### src/rtl/hist_acq_sequencer_pkg.sv
// hist_pkg: shared types and helpers for the histogram acquisition sequencer.
//   hist_seq_state_t : sequencer FSM states
//   NOHIT_CODE       : all-ones "no photon" timestamp, sliced to the TDC width by users
//   idx_width        : index width for a count of n items, never less than 1 bit
//   cnt_width        : width of a counter that must hold the value n itself
package hist_pkg;

  typedef enum logic [2:0] {
    IDLE,
    CLEAR,
    RUN,
    DRAIN,
    DONE
  } hist_seq_state_t;

  // Wider than any practical TDC; slice [NP-1:0] to get 2^NP-1.
  localparam logic [31:0] NOHIT_CODE = 32'hFFFF_FFFF;

  function automatic int unsigned idx_width(input int unsigned n);
    return (n > 1) ? $clog2(n) : 1;
  endfunction

  function automatic int unsigned cnt_width(input int unsigned n);
    return (n > 0) ? $clog2(n + 1) : 1;
  endfunction

endpackage

### src/rtl/hist_acq_sequencer_if.sv
// hist_acq_sequencer_if: TDC timestamp handshake plus histogram-builder write port.
//   tdc_valid/tdc_data/tdc_ready : timestamp stream into the sequencer
//   hb_clr_n/hb_wrEn/hb_data     : builder clear and write port out of the sequencer
// master = timestamp source / builder side, slave = sequencer side.
interface hist_acq_sequencer_if #(
  parameter int unsigned NP = 10
) ();

  logic          tdc_valid;
  logic [NP-1:0] tdc_data;
  logic          tdc_ready;
  logic          hb_clr_n;
  logic          hb_wrEn;
  logic [NP-1:0] hb_data;

  modport master (
    output tdc_valid,
    output tdc_data,
    input  tdc_ready,
    input  hb_clr_n,
    input  hb_wrEn,
    input  hb_data
  );

  modport slave (
    input  tdc_valid,
    input  tdc_data,
    output tdc_ready,
    output hb_clr_n,
    output hb_wrEn,
    output hb_data
  );

endinterface

### src/rtl/hist_acq_sequencer_idx_counter.sv
// hist_idx_counter: nested pixel/acquisition counter.
//   clk, res (sync active-low), clr (sync zero), en (advance one pixel)
//   pixel_idx : wraps at PIXEL_NUM-1, carrying into acq_idx
//   acq_idx   : current acquisition
//   last      : both indices at their final values; en is then ignored so they hold
module hist_idx_counter
  import hist_pkg::*;
#(
  parameter int unsigned PIXEL_NUM = 6,
  parameter int unsigned ACQ_NUM   = 2
) (
  input  logic                            clk,
  input  logic                            res,
  input  logic                            clr,
  input  logic                            en,
  output logic [idx_width(PIXEL_NUM)-1:0] pixel_idx,
  output logic [idx_width(ACQ_NUM)-1:0]   acq_idx,
  output logic                            last
);

  localparam int unsigned PW = idx_width(PIXEL_NUM);
  localparam int unsigned AW = idx_width(ACQ_NUM);

  logic pix_wrap;
  logic acq_last;

  assign pix_wrap = (pixel_idx == PW'(PIXEL_NUM - 1));
  assign acq_last = (acq_idx == AW'(ACQ_NUM - 1));
  assign last     = pix_wrap & acq_last;

  always_ff @(posedge clk) begin
    if (!res || clr) begin
      pixel_idx <= '0;
      acq_idx   <= '0;
    end else if (en && !last) begin
      if (pix_wrap) begin
        pixel_idx <= '0;
        acq_idx   <= acq_idx + AW'(1);
      end else begin
        pixel_idx <= pixel_idx + PW'(1);
      end
    end
  end

endmodule

### src/rtl/hist_acq_sequencer.sv
// hist_acq_sequencer: front-end controller for the histogram builder.
// Clears the builder at frame start, forwards PIXEL_NUM*ACQ_NUM accepted TDC timestamps
// to the builder write port with one cycle of latency, waits DRAIN_CYCLES for the builder
// pipeline, then pulses frame_done.
//   clk, res (sync active-low), start, abort
//   bus        : slave side of hist_acq_sequencer_if (tdc handshake in, builder port out)
//   pixel_idx  : next pixel to be accepted; acq_idx : current acquisition
//   busy       : not IDLE; frame_done : one-cycle completion pulse
// Build option: define HIST_SEQ_NOHIT_FILTER_EN to drop all-ones "no photon" samples
// (still consumed and counted, but not written to the builder).
module hist_acq_sequencer
  import hist_pkg::*;
#(
  parameter int unsigned NP           = 10,
  parameter int unsigned PIXEL_NUM    = 6,
  parameter int unsigned ACQ_NUM      = 2,
  parameter int unsigned DRAIN_CYCLES = 4
) (
  input  logic                            clk,
  input  logic                            res,
  input  logic                            start,
  input  logic                            abort,
  hist_acq_sequencer_if.slave             bus,
  output logic [idx_width(PIXEL_NUM)-1:0] pixel_idx,
  output logic [idx_width(ACQ_NUM)-1:0]   acq_idx,
  output logic                            busy,
  output logic                            frame_done
);

  localparam int unsigned DW = cnt_width(DRAIN_CYCLES);

  hist_seq_state_t state_q, state_d;
  logic [DW-1:0]   drain_q, drain_d;
  logic            wr_q, wr_d;
  logic [NP-1:0]   data_q, data_d;

  logic accept;
  logic nohit;
  logic cnt_clr;
  logic cnt_en;
  logic idx_last;

  assign accept = bus.tdc_valid & bus.tdc_ready;

`ifdef HIST_SEQ_NOHIT_FILTER_EN
  assign nohit = (bus.tdc_data == NOHIT_CODE[NP-1:0]);
`else
  assign nohit = 1'b0;
`endif

  hist_idx_counter #(
    .PIXEL_NUM (PIXEL_NUM),
    .ACQ_NUM   (ACQ_NUM)
  ) u_idx_counter (
    .clk       (clk),
    .res       (res),
    .clr       (cnt_clr),
    .en        (cnt_en),
    .pixel_idx (pixel_idx),
    .acq_idx   (acq_idx),
    .last      (idx_last)
  );

  always_ff @(posedge clk) begin
    if (!res) begin
      state_q <= IDLE;
      drain_q <= '0;
      wr_q    <= 1'b0;
      data_q  <= '0;
    end else begin
      state_q <= state_d;
      drain_q <= drain_d;
      wr_q    <= wr_d;
      data_q  <= data_d;
    end
  end

  always_comb begin
    state_d        = state_q;
    drain_d        = drain_q;
    wr_d           = 1'b0;
    data_d         = data_q;
    cnt_clr        = 1'b0;
    cnt_en         = 1'b0;
    bus.tdc_ready  = (state_q == RUN);
    bus.hb_clr_n   = (state_q != CLEAR);
    busy           = (state_q != IDLE);
    // Suppressed under abort so an aborted frame never reports completion.
    frame_done     = (state_q == DONE) && !abort;

    if (abort && (state_q != IDLE)) begin
      // Abort wins over start and over a same-cycle accept; that sample is dropped.
      state_d = IDLE;
      drain_d = '0;
      cnt_clr = 1'b1;
    end else begin
      unique case (state_q)
        IDLE: begin
          if (start) begin
            state_d = CLEAR;
            cnt_clr = 1'b1;
          end
        end
        CLEAR: state_d = RUN;
        RUN: begin
          if (accept) begin
            cnt_en = 1'b1;
            wr_d   = !nohit;
            if (!nohit) begin
              data_d = bus.tdc_data;
            end
            if (idx_last) begin
              state_d = DRAIN;
              drain_d = '0;
            end
          end
        end
        DRAIN: begin
          // The final write lands in the first DRAIN cycle, so counting starts there.
          if (drain_q == DW'(DRAIN_CYCLES - 1)) begin
            state_d = DONE;
            drain_d = '0;
          end else begin
            drain_d = drain_q + DW'(1);
          end
        end
        DONE:    state_d = IDLE;
        default: state_d = IDLE;
      endcase
    end
  end

  assign bus.hb_wrEn = wr_q;
  assign bus.hb_data = data_q;

endmodule

### src/flat_wrapper.sv
// flat-port wrapper written by rule: the top's interface ports become plain ports
module hist_acq_sequencer_flat import hist_pkg::*;
#(
  parameter int unsigned NP           = 10,
  parameter int unsigned PIXEL_NUM    = 6,
  parameter int unsigned ACQ_NUM      = 2,
  parameter int unsigned DRAIN_CYCLES = 4
)
  (clk, res, start, abort, pixel_idx, acq_idx, busy, frame_done, bus_tdc_valid, bus_tdc_data, bus_tdc_ready, bus_hb_clr_n, bus_hb_wrEn, bus_hb_data);
  hist_acq_sequencer_if #(.NP(NP)) bus_i ();
  input  logic clk;
  input  logic res;
  input  logic start;
  input  logic abort;
  output logic [idx_width(PIXEL_NUM)-1:0] pixel_idx;
  output logic [idx_width(ACQ_NUM)-1:0] acq_idx;
  output logic busy;
  output logic frame_done;
  input wire logic [$bits(bus_i.tdc_valid)-1:0] bus_tdc_valid;
  input wire logic [$bits(bus_i.tdc_data)-1:0] bus_tdc_data;
  output wire logic [$bits(bus_i.tdc_ready)-1:0] bus_tdc_ready;
  output wire logic [$bits(bus_i.hb_clr_n)-1:0] bus_hb_clr_n;
  output wire logic [$bits(bus_i.hb_wrEn)-1:0] bus_hb_wrEn;
  output wire logic [$bits(bus_i.hb_data)-1:0] bus_hb_data;
  assign bus_i.tdc_valid = bus_tdc_valid;
  assign bus_i.tdc_data = bus_tdc_data;
  assign bus_tdc_ready = bus_i.tdc_ready;
  assign bus_hb_clr_n = bus_i.hb_clr_n;
  assign bus_hb_wrEn = bus_i.hb_wrEn;
  assign bus_hb_data = bus_i.hb_data;
  hist_acq_sequencer #(.NP(NP), .PIXEL_NUM(PIXEL_NUM), .ACQ_NUM(ACQ_NUM), .DRAIN_CYCLES(DRAIN_CYCLES)) u_core (.clk(clk), .res(res), .start(start), .abort(abort), .bus(bus_i), .pixel_idx(pixel_idx), .acq_idx(acq_idx), .busy(busy), .frame_done(frame_done));
endmodule
### config.mk
export PLATFORM = sky130hd
export DESIGN_NAME = hist_acq_sequencer_flat
export DESIGN_NICKNAME = d
export VERILOG_FILES = /design/src/rtl/hist_acq_sequencer_pkg.sv /design/src/rtl/hist_acq_sequencer_if.sv /design/src/rtl/hist_acq_sequencer_idx_counter.sv /design/src/rtl/hist_acq_sequencer.sv /design/src/flat_wrapper.sv
export SDC_FILE = /design/constraint.sdc
export NUM_CORES = 1
export LEC_CHECK = 0
export ABC_AREA = 1
export CAP_MARGIN = 10
export CORE_MARGIN = 5
export CORE_UTILIZATION = 40
export DETAILED_ROUTE_END_ITERATION = 7
export PLACE_DENSITY = 0.74
export SETUP_SLACK_MARGIN = 0.02
export SLEW_MARGIN = 10
export SYNTH_ARGS = -nofsm -noshare
export SYNTH_HDL_FRONTEND = slang
export SYNTH_SLANG_ARGS = --single-unit
### constraint.sdc
create_clock -name clk -period 1.1 [get_ports clk]
set_input_delay 0.165 -clock clk [delete_from_list [all_inputs] [get_ports clk]]
set_output_delay 0.165 -clock clk [all_outputs]
set_load 0.01 [all_outputs]
* After elaboration in Yosys (flattened, before gate mapping)
Cells that the tools add are included.
** Operators by class
- Reductions and logical operators :: 15
- Add/sub/neg operators :: 3
- Mux-type cells :: 16
- Equal/unequal tests :: 11
- Bitwise operators :: 4
** Operators by type and width (count)
- 3-bit 2-to-1 mux :: 8
- 3-bit one-hot mux with 4 select lines :: 1
- 3-bit by 2-bit == test with 1-bit output, second input constant :: 3
- 3-bit by 1-bit adder with 3-bit output, second input constant :: 2
- 3-bit == test, second input constant :: 2
- 1-bit 2-to-1 mux :: 6
- 2-bit != test, second input constant :: 3
- 3-bit one-hot mux with 2 select lines :: 1
- 3-bit AND reduction :: 2
- 4-bit AND reduction :: 1
- 3-bit by 1-bit == test with 1-bit output, second input constant :: 1
- 1-bit logical AND :: 3
- 1-bit zero test :: 3
- 3-bit zero test :: 1
- 3-bit by 1-bit != test with 1-bit output, second input constant :: 1
- 3-bit nonzero test :: 1
- 1-bit AND :: 2
- 2-bit by 1-bit != test with 1-bit output, second input constant :: 1
- 1-bit inverter :: 2
- 2-bit AND reduction :: 1
- 2-bit nonzero test :: 1
- 2-bit OR reduction :: 1
- 1-bit adder, second input constant :: 1
- 1-bit logical OR :: 1
** Storage, ports and cells
- Bits of input ports :: 15
- Register bits after elaboration :: 21
- Logic and storage cells :: 55
- Output and inout port bits :: 19

* Depth between registers and ports, before layout
Gate-level depths: netlist of run 1.
- Word-level depth :: 7
- Mapped depth :: 9
- Depth with buffers taken out :: 9

* Modules after synthesis
From an unflattened synthesis of run 1, not the netlist that was laid out.
** Second synthesis, totals
- Cells, all modules :: 134
- Area, all modules :: 983.4 um^2
** Modules (own cells, without submodules)
- hist_acq_sequencer :: area each 760.7 um^2, seq. area each 340.3 um^2, cells each 102, times used 1
- hist_idx_counter :: area each 222.7 um^2, seq. area each 80.1 um^2, cells each 32, times used 1

* Least setup slack after synthesis of run 1
OpenSTA, ideal clock, no wires.
- Path kind :: flip-flop to flip-flop
- Start :: reg u_core.u_idx_counter.pixel_idx[0]
- End :: reg u_core.state_q[1]
- Data arrival time :: 1.033 ns
- Clock period less this slack :: 1.146 ns
- Slack :: -0.046 ns
- Buffers on the path :: 0
- Setup time :: 0.113 ns
- Required time :: 0.987 ns
- Stages on the path, launching flop included :: 8
- Cells stage by stage :: dfxtp_1 > nand2_2 > nor2_4 > nand3_2 > nand2_4 > nand2_1 > o21ai_1 > inv_1
** On the way
- Longest elaborated chain between the ends :: 4
** RTL lines
- start, declared :: line hist_acq_sequencer_idx_counter.sv:16 : output logic [idx_width(PIXEL_NUM)-1:0] pixel_idx,
- start signal, assigned :: line hist_acq_sequencer_idx_counter.sv:40 : pixel_idx <= pixel_idx + PW'(1);
- 3-bit == test :: line hist_acq_sequencer_idx_counter.sv:27 : assign pix_wrap = (pixel_idx == PW'(PIXEL_NUM - 1));
- 1-bit AND :: line hist_acq_sequencer_idx_counter.sv:29 : assign last = pix_wrap & acq_last;
- 2-bit != test (no line)
- 4-bit AND reduction (no line)
- end signal, assigned :: line hist_acq_sequencer.sv:71 : state_q <= state_d;
- end, declared :: line hist_acq_sequencer.sv:32 : hist_seq_state_t state_q, state_d;
No other way between the ends.
A chain may end at the register's enable or synchronous reset.

* Worst setup path in the final report of run 1
- Start :: in abort
- End :: reg u_core.u_idx_counter.pixel_idx[1]
** On the way
- Longest elaborated chain between the ends :: 3
- Elaborated cells between the ends (all ways) :: 5
- Classes of those cells :: mux: 2; reduce/logical: 3
** RTL lines
- start, declared :: line flat_wrapper.sv:14 : input logic abort;
- 1-bit logical AND (*) :: line hist_acq_sequencer.sv:91 : if (abort && (state_q != IDLE)) begin
- 1-bit 2-to-1 mux :: line hist_acq_sequencer.sv:91
- 1-bit logical AND / 1-bit logical OR (equally long branches) :: line hist_acq_sequencer_idx_counter.sv:35, hist_acq_sequencer_idx_counter.sv:32
Every way passes the cells marked *; elsewhere a longest branch is shown, timed or not.

==> metrics.md, run 1 <==
| Metric | Value |
|---|---|
| EDFF count, synth | 0 |
| Initial antenna violation count | 0 |
| Worst-path clk slew | 0.11 ns |
| Simple-gate share of the synthesized area | 36.8% |
| Netlist cell types | 23 |
| Final Setup Violations | 24 |
| Clock sinks | 21 |
| Critical Path AT | 1.56 ns |
| Final hold vios | 0 |
| Area grow syn2layout | 76.4% |
| Yosys reg bits | 21 |
| Critical path cell sequence | clkdlybuf4s50_1, buf_4, nor2_2, inv_1, nor2_4, nand2_2, clkinv_4, nand2_2, a21oi_2 |
| Crit-path max FO | 4 |
| Synth Area in Adders | 1.23% |
| RSZ-0062 raised after global routing | true |
| Post-Layout Cell Count | 235 |
| WL/cell | roughly 14 µm |
| Post-DP HPWL | ~2.1 mm |
| Number of global-route vias before repair | 1176 |
| Total GRT Usage | between 10% and 20% |
| CP most frequent cell | nand2_2 |
| RePlAce Congestion | 0.862 |
| Clock root buffer master | clkbuf_4 |
| Most frequent cells in the layout | nor2_1 (27), buf_4 (23), inv_1 (14), nand2_1 (14), clkdlybuf4s50_1 (14) |
| Post-DRT Antenna Nets | 0 |
| Status | finished, violations left |
| Clk buf depth | 2 |
| Diodes inserted | 0 |
| Period utilisation layout | 120% |
| Largest family of logic cells by synthesized area | simple AND/OR/NAND/NOR gates |
| Fmax | 0.760 GHz |
| CTS tree | done |
| Die area | 3650 µm² |
| R2R depth | 8 |
| CP startpoint | abort |
| Critical Path RT | about 1.3 ns |
| Mux share of post-synthesis cell area | 0% |
| Share of cells above drive strength 1 | 56.1% |
| Worst Slack Setup Final | -0.215 ns |
| CP peak stage delay | 0.45 ns |
| Global-route wire length before repair | approximately 5 mm |
| Final slew viol count | 0 |
| # IOs | 34 |
| Failing checks | setup timing |
| Site row count | 18 |
| Gate Count Post-Synth | 141 |
| Port Buf Inserts | 33 |
| Hold wc startpoint | bus_tdc_data[9] |
| Post-Synthesis Mean Instance Area | 7.21 µm² |
| Die Y | 60.4 µm |
| Worst hold stages | 3 |
| Fin util | 73.0% |
| Filler cells | 171 |
| Synth Area in Compound Gates | 9.61% |
| Starting density of the core | between 40% and 50% |
| Via-to-Cell Ratio | 4.85 |
| Nature of the critical path endpoint | flip-flop |
| Final Critical Period | about 1.3 ns |
| Critical-path top delay cell | clkdlybuf4s50_1 |
| Final WL | ~3.3 mm |
| Commonest non-fill, non-tap cell in the layout | nor2_1 |
| Min-Delay Path Class | input pin to flip-flop |
| Synthesis Warnings | 0 |
| TritonRoute pass-1 iters | 4 |
| H-tree levels | 1 |
| Worst Tran Pin Value | roughly 0.26 ns |
| Total leakage power | 0.829 nW |
| DR vias | 1140 |
| Top FF cell, synth | dfxtp_1 |
| Pwr Total | 0.00329 W |
| Hold_buf cts | 0 |
| CP Launch Type | input pin |
| Largest net degree at the start of global routing | 12 |
| Num CTS Buffers | 3 |
| Reg-to-reg startpoint | u_core.state_q[0]$_SDFFE_PP0P_ |
| # DRC | 0 |
| Placed cells | about 220 |
| Overflow after GRT | 0 |
| Max cap viols | 0 |
| Mapped Area | 1020 µm² |
| Clk Latency, worst-skew pair | ~0.30 ns |
| Synth Area in XOR/XNOR | less than 1% |
| Sequential area share after synthesis | 41.4% |
| PwrDens | 1840 nW/µm² |
| Final nets | approximately 220 |
| Clk_skew | between 0.004 and 0.005 ns |
| 1st-iter DRT viols | 21 |
| Worst hold slack | 0.425 ns |
| Post-synth ARST share | 0% |
| VDD IR max | ~1.6 mV |
| Die X | 60.4 µm |
| Synth Net Count | 157 |
| Floorplan Core Area | 2450 µm² |
| Critical path type | input pin to flip-flop |
| Normalized max-slew margin | 82.7% |
cells by family (layout without fill, tap and decap cells):
family / Yosys count / count (layout)
XOR/XNOR: 1 / 1
buffers and inverters: 23 / 87
flip-flops: 21 / 21
adder cells (fa/ha/maj): 1 / 1
AO/OA/AOI/OAI: 18 / 18
AND/OR/NAND/NOR: 77 / 77
critical path: cells and delay by family:
kind                   cells  cell delay [ns]
AO/OA/AOI/OAI              1             0.11
AND/OR/NAND/NOR            4             0.49
buffers and inverters      4             0.79
synthesized netlist by cell type, types with 2 or more instances:
master / instances / area, µm²
o21ai_1: 9 / 45.0
nand2_1: 20 / 75.1
nor2_4: 3 / 33.8
nor2_2: 2 / 12.5
a21oi_2: 2 / 17.5
nor2_1: 34 / 128
nand3_2: 2 / 20.0
a21oi_1: 3 / 15.0
buf_6: 2 / 22.5
dfxtp_1: 21 / 420
o21ai_0: 4 / 20.0
nand2_2: 7 / 43.8
inv_2: 3 / 11.3
inv_1: 16 / 60.1
nand2_4: 2 / 22.5
nand3_1: 4 / 20.0
repair_timing:
action                                  4_1_cts  5_1_grt
setup buffers                                 5        5
gates cloned                                  1        0
endpoints found under the setup margin       39       39
hold endpoints to repair                      0        0
pin swaps                                    17       10
resized for setup                            96       43
worst paths after layout:
check / end / slack (ns)
worst max-delay path: u_core.u_idx_counter.pixel_idx[1]$_SDFFE_PP0P_ / -0.22
worst min-delay path: u_core.bus.hb_data[9]$_SDFFE_PN0P_ / 0.43
worst max register to register: u_core.u_idx_counter.pixel_idx[1]$_SDFFE_PP0P_ / -0.18
worst min register to register: u_core.bus.hb_data[8]$_SDFFE_PN0P_ / 0.52
through the flow:
step / TNS (ns) / instance area, µm² / setup WS, ns
detailed placement: -7.74 / 1510 / -0.469
global route: -4.31 / 1790 / -0.247
finish: -3.34 / 1790 / -0.215
CTS: -2.73 / 1690 / -0.193
floorplan: 0 / 1020 / 0.0316
global placement: -6.41 / 1510 / -0.394
power by group:
part | switching [W] | internal (W)
clock | 0.000230 | 0.000142
combinational | 0.00100 | 0.000903
sequential | 0.000125 | 0.000891
state kept, by name, indices dropped and copies added, names as in the netlist:
| register | flops |
|---|---|
| u_core.u_idx_counter.acq_idx | 1 |
| u_core.u_idx_counter.pixel_idx | 3 |
| u_core.bus.hb_data | 10 |
| u_core.bus.hb_wrEn | 1 |
| u_core.drain_q | 3 |
| u_core.state_q | 3 |
metal layers:
layer	vias to the layer above	GRT usage, %	part of all wire [%]
met5	-	0	0
met4	0	6.33	0.61
met3	2	5.32	4.5
met2	26	31.9	55
met1	550	19.4	40
li1	562	-	-
area by class of cell:
class / count / area, µm² / share of cell area, %
multi-input cells: 97 / 656 / 36.6
repair buffers: 63 / 536 / 29.9
flip-flops and latches: 21 / 449 / 25.1
inverters: 20 / 87.6 / 4.89
well taps: 30 / 37.5 / 2.09
clock buffers: 4 / 26.3 / 1.47
(Power assumes the default switching activity.)
==> run 2, diff against run 1 <==
--- a/config.mk
+++ b/config.mk
@@ -10,6 +10,7 @@
 export CORE_MARGIN = 5
 export CORE_UTILIZATION = 40
 export DETAILED_ROUTE_END_ITERATION = 7
+export GPL_ROUTABILITY_DRIVEN = 0
 export PLACE_DENSITY = 0.74
 export SETUP_SLACK_MARGIN = 0.02
 export SLEW_MARGIN = 10
==> results of run 2 <==
The final DEF is identical to that of run 1; final timing and power are the same.
==> run 3, diff against run 2 <==
--- a/config.mk
+++ b/config.mk
@@ -11,6 +11,7 @@
 export CORE_UTILIZATION = 40
 export DETAILED_ROUTE_END_ITERATION = 7
 export GPL_ROUTABILITY_DRIVEN = 0
+export GPL_TIMING_DRIVEN = 0
 export PLACE_DENSITY = 0.74
 export SETUP_SLACK_MARGIN = 0.02
 export SLEW_MARGIN = 10
==> metrics.md, run 3 (synthesis results as in run 1) <==
| Metric | Value |
|---|---|
| Die area | 3650 µm² |
| Overflow after GRT | 0 |
| Port Buf Inserts | 33 |
| Num CTS Buffers | 3 |
| Post-DP HPWL | 1.80 mm |
| Most frequent cells in the layout | nor2_1 (19), nor2_4 (15), nand2_1 (14) |
| Reg2reg end | u_core.bus.hb_data[4]$_SDFFE_PN0P_ |
| WL/cell | 12.7 µm |
| Initial antenna violation count | 0 |
| CP Launch Type | flip-flop |
| Final Critical Period | 1.32 ns |
| Final Setup Violations | 25 |
| Total leakage power | 0.755 nW |
| CTS tree | done |
| R2R depth | 6 |
| R2R setup slack | -0.16 ns |
| Die Y | 60.4 µm |
| Hold wc startpoint | bus_tdc_data[9] |
| Final hold vios | 0 |
| Period utilisation layout | 120% |
| Largest register FFs | 10 |
| # DRC | 0 |
| Number of global-route vias before repair | 1077 |
| Area grow syn2layout | 74.0% |
| Clk_skew | 0.00898 ns |
| # IOs | 34 |
| Reg-to-reg startpoint | u_core.state_q[0]$_SDFFE_PP0P_ |
| Filler cells | 180 |
| Largest net degree at the start of global routing | 14 |
| Failing checks | setup timing |
| RSZ-0062 raised after global routing | true |
| Nature of the critical path endpoint | primary output |
| Final slew viol count | 0 |
| Diodes inserted | 0 |
| Worst-path clk slew | 0.13 ns |
| Final nets | 210 |
| Critical Path AT | roughly 1.2 ns |
| TritonRoute pass-1 iters | 4 |
| Critical Path RT | 0.94 ns |
| Setup TNS | -3.14 ns |
| 1st-iter DRT viols | 28 |
| Clk buf depth | 2 |
| Worst hold slack | 0.421 ns |
| PwrDens | 1720 nW/µm² |
| Via-to-Cell Ratio | 4.81 |
| Commonest non-fill, non-tap cell in the layout | nor2_1 |
| Placed cells | 204 |
| Critical path type | flip-flop to primary output |
| Die X | 60.4 µm |
| Max cap viols | 0 |
| Site row count | 18 |
| Final WL | 2.84 mm |
| Clock sinks | 21 |
| DR vias | 1072 |
| Fmax | 0.756 GHz |
| Total GRT Usage | 15.9% |
| Starting density of the core | 41.4% |
| Post-Layout Cell Count | 223 |
| H-tree levels | 1 |
| Clock root buffer master | clkbuf_4 |
| Hold_buf cts | 0 |
| VDD IR max | around 1.1 mV |
| Floorplan Core Area | 2450 µm² |
| Crit-path max FO | 6 |
| WHS Endpoint | u_core.bus.hb_data[9]$_SDFFE_PN0P_ |
| Share of cells above drive strength 1 | 60.6% |
| Post-DRT Antenna Nets | 0 |
| Worst Tran Pin Value | 0.276 ns |
| Status | finished, violations left |
| Min-Delay Path Class | input pin to flip-flop |
| Normalized max-slew margin | between 80% and 90% |
| Clk Latency, worst-skew pair | 0.31 ns |
| Worst Slack Setup Final | -0.223 ns |
| Global-route wire length before repair | 4.41 mm |
| Worst hold stages | 3 |
run 3: changes by cell type in the layout (fill, tap and decap cells not counted), moves of 3 or more:
cell	previous run	this run
buf_4	23	7
nor2_4	6	15
nor2_1	27	19
inv_2	2	6
clkbuf_2	9	12
inv_4	3	0
o21ai_1	5	2
o21ai_2	7	10
run 3: cell type report:
cell class	instances	area, µm²	area share, %
Clock inverter	1	7.51	0.425
Multi-Input combinational cell	97	726	41.0
Timing Repair Buffer	48	405	22.9
Tap cell	30	37.5	2.12
Clock buffer	3	22.5	1.27
Inverter	20	85.1	4.81
Sequential cell	21	453	25.6
Buffer	3	31.3	1.77
run 3: repair_timing:
item                                    CTS  global route
pin swaps                                16            17
resized for setup                       109            58
gates cloned                              2             0
buffers inserted                         10             3
endpoints found under the setup margin   38            39
run 3: per-layer routing:
layer,GRT usage [%],share of wire [%],up-vias
met2,26.9,50,24
met4,8.23,1.9,0
met5,0,0,-
met3,2.55,3.5,5
li1,-,-,536
met1,19.5,45,507
run 3: stage by stage:
stage | utilization [%] | area, µm² | worst slack [ns] | power (W)
3_5_place_dp | 56.6 | 1390 | -0.509 | 0.00208
5_1_grt | 72.0 | 1770 | -0.259 | 0.00322
3_3_place_gp | 56.6 | 1390 | -0.485 | 0.00206
4_1_cts | 67.8 | 1670 | -0.221 | 0.00283
2_1_floorplan | - | 1020 | 0.0316 | 0.00168
6_report | 72.0 | 1770 | -0.223 | 0.00304
run 3: worst max path at each step:
stage	from	to	slack, ns	cells past startpoint
3_3_place_gp	abort	frame_done	-0.49	3
2_1_floorplan	u_core.state_q[0]$_SDFFE_PP0P_	u_core.bus.hb_data[4]$_SDFFE_PN0P_	0.03	7
5_1_grt	u_core.state_q[0]$_SDFFE_PP0P_	bus_tdc_ready	-0.26	4
6_report	u_core.state_q[0]$_SDFFE_PP0P_	bus_tdc_ready	-0.22	4
4_1_cts	u_core.state_q[2]$_SDFFE_PP0P_	frame_done	-0.22	3
3_5_place_dp	abort	frame_done	-0.51	3
run 3: power by group:
group          internal [W]  switching, W
sequential         0.000890      0.000130
combinational      0.000716      0.000909
clock              0.000139      0.000254
total               0.00175       0.00129
run 3: worst max-delay path, cell delays in order, from the launching register on:
cell and delay [ns]:
dfxtp_4 0.39, nor2_4 0.20, nand2_8 0.09, inv_6 0.07
buf_6 0.09
